`config.mk`:
```
export PLATFORM = sky130hd
export DESIGN_NAME = result_frame_packer
export DESIGN_NICKNAME = d
export VERILOG_FILES = /design/src/rtl/result_frame_packer.sv
export SDC_FILE = /design/constraint.sdc
export NUM_CORES = 1
export LEC_CHECK = 0
export ABC_AREA = 0
export CAP_MARGIN = 20
export CORE_ASPECT_RATIO = 0.75
export CORE_MARGIN = 3
export CORE_UTILIZATION = 45
export CTS_CLUSTER_DIAMETER = 80
export DETAILED_ROUTE_END_ITERATION = 7
export GPL_TIMING_DRIVEN = 0
export PLACE_DENSITY = 0.74
export SYNTH_ARGS = -nofsm -noshare
export SYNTH_HDL_FRONTEND = slang
export SYNTH_SLANG_ARGS = --single-unit
```
`constraint.sdc`:
```
create_clock -name clk -period 9.1 [get_ports clk]
set_clock_uncertainty 0.1 [all_clocks]
set_input_delay 1.82 -clock clk [delete_from_list [all_inputs] [get_ports clk]]
set_output_delay 1.82 -clock clk [all_outputs]
set_load 0.01 [all_outputs]
```
`src/rtl/result_frame_packer.sv`:
```
// result_frame_packer
//
// Packs one completed measurement (14-bit ADC result, 8-bit device address,
// 48-bit timestamp) into a fixed five-word, 16-bit frame for the host-bound
// output FIFO:
//   w0 = {HDR_TAG, seq[3:0], addr[7:0]}
//   w1 = time[47:32], w2 = time[31:16], w3 = time[15:0]
//   w4 = {2'b00, adc[13:0]}
// seq is a 4-bit wrapping frame number that lets the host resynchronise on
// the next header after a lost or abandoned frame.
//
// Handshakes:
//   Input side : sample_valid is a one-cycle strobe, not a held request. A
//                strobe is accepted only in a cycle where in_rdy is high;
//                a strobe seen while in_rdy is low is discarded (never held
//                or retried) and counted in drop_cnt / overflow.
//   Output side: a word is written on every rising edge where data_out_en
//                is high. data_out_en is never raised while fifo_full is
//                high; data_out holds the pending word until it is written.
//
// Ports:
//   clk          system clock, rising edge
//   rst          asynchronous, active-high reset
//   sample_valid strobe: adc_in/addr_in/time_in valid this cycle
//   in_rdy       a strobe this cycle will be accepted
//   adc_in       ADC conversion result (14 bits)
//   addr_in      device address (8 bits)
//   time_in      timestamp (48 bits)
//   fifo_full    output FIFO full; suppresses writes
//   data_out     word presented to the FIFO (0 while idle)
//   data_out_en  FIFO write enable
//   overflow     sticky: a sample has been dropped since reset
//   drop_cnt     dropped-sample count, saturating at 255
//   state_dbg    FSM state for observation: 0 = IDLE, 1 = EMIT
module result_frame_packer #(
  parameter logic [3:0] HDR_TAG     = 4'hA,
  parameter int         FRAME_WORDS = 5
) (
  input  logic        clk,
  input  logic        rst,
  input  logic        sample_valid,
  output logic        in_rdy,
  input  logic [13:0] adc_in,
  input  logic [7:0]  addr_in,
  input  logic [47:0] time_in,
  input  logic        fifo_full,
  output logic [15:0] data_out,
  output logic        data_out_en,
  output logic        overflow,
  output logic [7:0]  drop_cnt,
  output logic        state_dbg
);

  typedef enum logic {
    IDLE = 1'b0,
    EMIT = 1'b1
  } state_t;

  localparam logic [2:0] LAST_WIDX = 3'(FRAME_WORDS - 1);

  state_t      state;
  logic [2:0]  widx;
  logic [3:0]  seq;
  logic [13:0] cap_adc;
  logic [7:0]  cap_addr;
  logic [47:0] cap_time;

  // Ready and write enable follow the state register directly, so an
  // asynchronous reset drops data_out_en in the same instant as the state.
  assign in_rdy      = (state == IDLE);
  assign data_out_en = (state == EMIT) && !fifo_full;
  assign state_dbg   = (state == EMIT);

  always_ff @(posedge clk or posedge rst) begin
    if (rst) begin
      state    <= IDLE;
      widx     <= 3'd0;
      seq      <= 4'd0;
      cap_adc  <= 14'd0;
      cap_addr <= 8'd0;
      cap_time <= 48'd0;
      overflow <= 1'b0;
      drop_cnt <= 8'd0;
    end else begin
      case (state)
        IDLE: begin
          if (sample_valid) begin
            cap_adc  <= adc_in;
            cap_addr <= addr_in;
            cap_time <= time_in;
            widx     <= 3'd0;
            state    <= EMIT;
          end
        end
        EMIT: begin
          // A strobe during a frame is lost; the capture register keeps
          // the frame being emitted.
          if (sample_valid) begin
            overflow <= 1'b1;
            if (drop_cnt != 8'hFF) begin
              drop_cnt <= drop_cnt + 8'd1;
            end
          end
          // widx only moves on an actual write, so a stalled word is
          // neither skipped nor repeated.
          if (!fifo_full) begin
            if (widx == LAST_WIDX) begin
              widx  <= 3'd0;
              seq   <= seq + 4'd1;
              state <= IDLE;
            end else begin
              widx <= widx + 3'd1;
            end
          end
        end
        default: state <= IDLE;
      endcase
    end
  end

  always_comb begin
    data_out = 16'h0000;
    if (state == EMIT) begin
      case (widx)
        3'd0:    data_out = {HDR_TAG, seq, cap_addr};
        3'd1:    data_out = cap_time[47:32];
        3'd2:    data_out = cap_time[31:16];
        3'd3:    data_out = cap_time[15:0];
        3'd4:    data_out = {2'b00, cap_adc};
        default: data_out = 16'h0000;
      endcase
    end
  end

endmodule

```
==> impl_metrics.csv <==
group,metric,value,unit
critical_path,r2r-start,"widx[0]$_DFFE_PP0P_",
grt,first_global_vias,2915,
synth,ys_ff_latch,87,
final_layout,layout_commonest_cell,"clkdlybuf4s50_1",
sta,grt_setup_unrepaired,"false",
final_layout,fillers,671,
clock_tree,clk_path_buf_depth,2,
clock_tree,cts_resized,0,
critical_path,cpMostUsedCell,"clkdlybuf4s50_1",
clock_tree,postCtsSetupRepairBufs,0,
final_layout,fin_area,5533,sq um
final_layout,multi_input_area,1628,sq um
grt,busiest_layer,"met1",
grt,grt_pass1_wl,15620,um
power_and_ir_drop,power.density,350.3,nW/um^2
placed_design,placed_cells,513,
grt,gr-usage-met2,29.94,%
floorplan,die_h,87.82,um
synth,ys_warn_count,0,
critical_path,max_stage_delay,0.58,ns
power_and_ir_drop,peakVddDrop,0.0001467,V
synth,synth-simple-area-share,6.791,%
sta,layout_setup_ws,4.083,ns
clock_tree,htree_levels,3,
synth,ys_seq_area_share,54.21,%
synth,synthMuxAreaShare,20.75,%
synth,synthXorXnorAreaFrac,1.526,%
critical_path,cp_slowest_cell,"clkdlybuf4s50_1",
placed_design,port_buffers,101,
sta,period_share,55.13,%
clock_tree,cts.sinks,87,
sta,fmax,199.3,MHz
final_layout,area.growth.synth_to_final,37.76,%
route,dr.first_iter.drc_count,255,
route,vias,2890,
route,ant_nets,0,
clock_tree,holdBufCountCts,0,
floorplan,die_w,115.1,um
route,drc,0,
grt,antenna_found_initial,0,
synth,synth_edf_count,0,
critical_path,reg2reg_slack,7.21,ns
final_layout,layout_common_cells,"clkdlybuf4s50_1, dfrtp_1, mux2_2",
grt,grt_max_degree,53,
synth,avgSynthCellArea,13.26,sq um
final_layout,fin_cells,529,
placed_design,dpl.hpwl,7383,um
clock_tree,cts_buffers,9,
run_status,status,"finished, final reports clean",
critical_path,critical_path_class,"input pin to primary output",
floorplan,fp.dieArea,10110,sq um
final_layout,diodes,0,
sta,relSlewSlack,66.10,%
critical_path,crit_end,"data_out_en",
synth,yosys.area.top_type_share,54.21,%
floorplan,rows,29,
synth,synth_cells,303,
route,drt-pass1-iter-count,8,
final_layout,layout.core_utilization,64.61,%
clock_tree,clk_latency,0.33,ns
critical_path,critPathCaptureType,"primary output",
critical_path,critPathLaunch,"fifo_full",
sta,final_hold_viol_count,0,
floorplan,start_util,46.90,%
placed_design,place.gp.congestion,0.7605,
job,cap_violations,0,
hold_path,hold_path.class,"flip-flop to flip-flop",
critical_path,reg2reg_depth,7,
sta,layout_min_cycle_time,5.017,ns
synth,synth_cell_type_count,33,
sta,drv_slew,0,
route,totalWireLength,9939,um
synth,synthAdderAreaFrac,2.181,%
power_and_ir_drop,design_power_total,1.938,mW
critical_path,critical_path.cell_chain,"clkdlybuf4s50_1 > and2b_1 > clkdlybuf4s50_1",
clock_tree,cts-root-buf,"clkbuf_16",
grt,grtUsageMet1,30.51,%
critical_path,start_kind,"input pin",
synth,netlist_top_cells_area,"dfrtp_1, mux2_2, a222oi_1",
final_layout,nNetsFinal,497,
clock_tree,tritoncts,"done",
route,vias_per_cell,5.463,
critical_path,crit_arrival,3.10,ns
sta,whs,0.3630,ns
synth,ys.flop_type,"dfrtp_1",
route,routedWlPerCell,18.79,um
synth,synth_area,4016,sq um
critical_path,cp.required,7.18,ns
placed_design,placed_area,5192,sq um
grt,track_usage,20.50,%
final_layout,seq_area,2177,sq um
critical_path,path_max_fanout,6,
grt,grt_overflow,0,
synth,syn_nets,384,
synth,async_flop_share,100.0,%
critical_path,worst_r2r_endpoint,"seq[1]$_DFFE_PP0P_",
synth,synth_top_family_by_area,"multiplexers",
synth,synth_compound_area_share,9.283,%
power_and_ir_drop,leakagePower,2.356,nW
sta,setup_viol,0,
synth,synth_top_area_cell,"dfrtp_1",
floorplan,io_pins,102,
sta,worst_pin_slew,0.5085,ns
final_layout,drive_above_1_share,25.18,%
clock_tree,cts.clk_slew.worst_paths,0.06,ns
sta,setup-tns-final,0,ns
grt,grtUsageMet3,5.041,%
floorplan,core_area,8563,sq um
placed_design,post-place-ws,4.080,ns
## cell type report
cell class / count / share of cell area, %
Buffer: 21 / 3.483
Sequential cell: 87 / 39.35
Inverter: 5 / 0.3844
Clock buffer: 13 / 4.523
Multi-Input combinational cell: 190 / 29.42
Clock inverter: 3 / 1.628
Timing Repair Buffer: 102 / 18.77
Tap cell: 108 / 2.442
## where the power goes
part	switching [mW]	internal, mW
logic	0.376	0.451
clock network	0.141	0.276
registers	0.123	0.571
total	0.639	1.30
## synthesized netlist by cell type, drive strengths merged (4+ instances only)
cell type   n
nand3       5
a222oi     14
mux2       74
inv         5
nor2       37
a21oi       4
nand2       8
o21ai       4
xnor2       4
a221oi     13
dfrtp      87
buf        19
ha          7
## worst min-delay path by stage
stage	from	endpoint	cells after the start
final	overflow$_DFFE_PP0P_	overflow$_DFFE_PP0P_	1
after global routing	overflow$_DFFE_PP0P_	overflow$_DFFE_PP0P_	1
after CTS	overflow$_DFFE_PP0P_	overflow$_DFFE_PP0P_	1
after detailed placement	overflow$_DFFE_PP0P_	overflow$_DFFE_PP0P_	1
after global placement	overflow$_DFFE_PP0P_	overflow$_DFFE_PP0P_	1
after floorplan	seq[3]$_DFFE_PP0P_	seq[3]$_DFFE_PP0P_	1
## registers in the layout, summed over array words and instances, names as in the netlist
name and cells:
cap_time 48, cap_adc 14, cap_addr 8, drop_cnt 8, seq 4, widx 3, overflow 1, state_dbg 1
## critical path, delay by kind of cell
kind                   cells  cell delay [ns]
buffers and inverters      2             0.97
AND/OR/NAND/NOR            1             0.31
## routing by layer
metal	vias up	wire length, um
li1	1332	-
met1	1435	4847
met2	111	4269
met3	12	705
met4	0	116
met5	-	0
## cell families after synthesis
group	after synthesis
AO/OA/AOI/OAI	40
XOR/XNOR	7
adder cells (fa/ha/maj)	7
buffers and inverters	26
flip-flops	87
multiplexers	74
AND/OR/NAND/NOR	62
(Power assumes the default switching activity.)
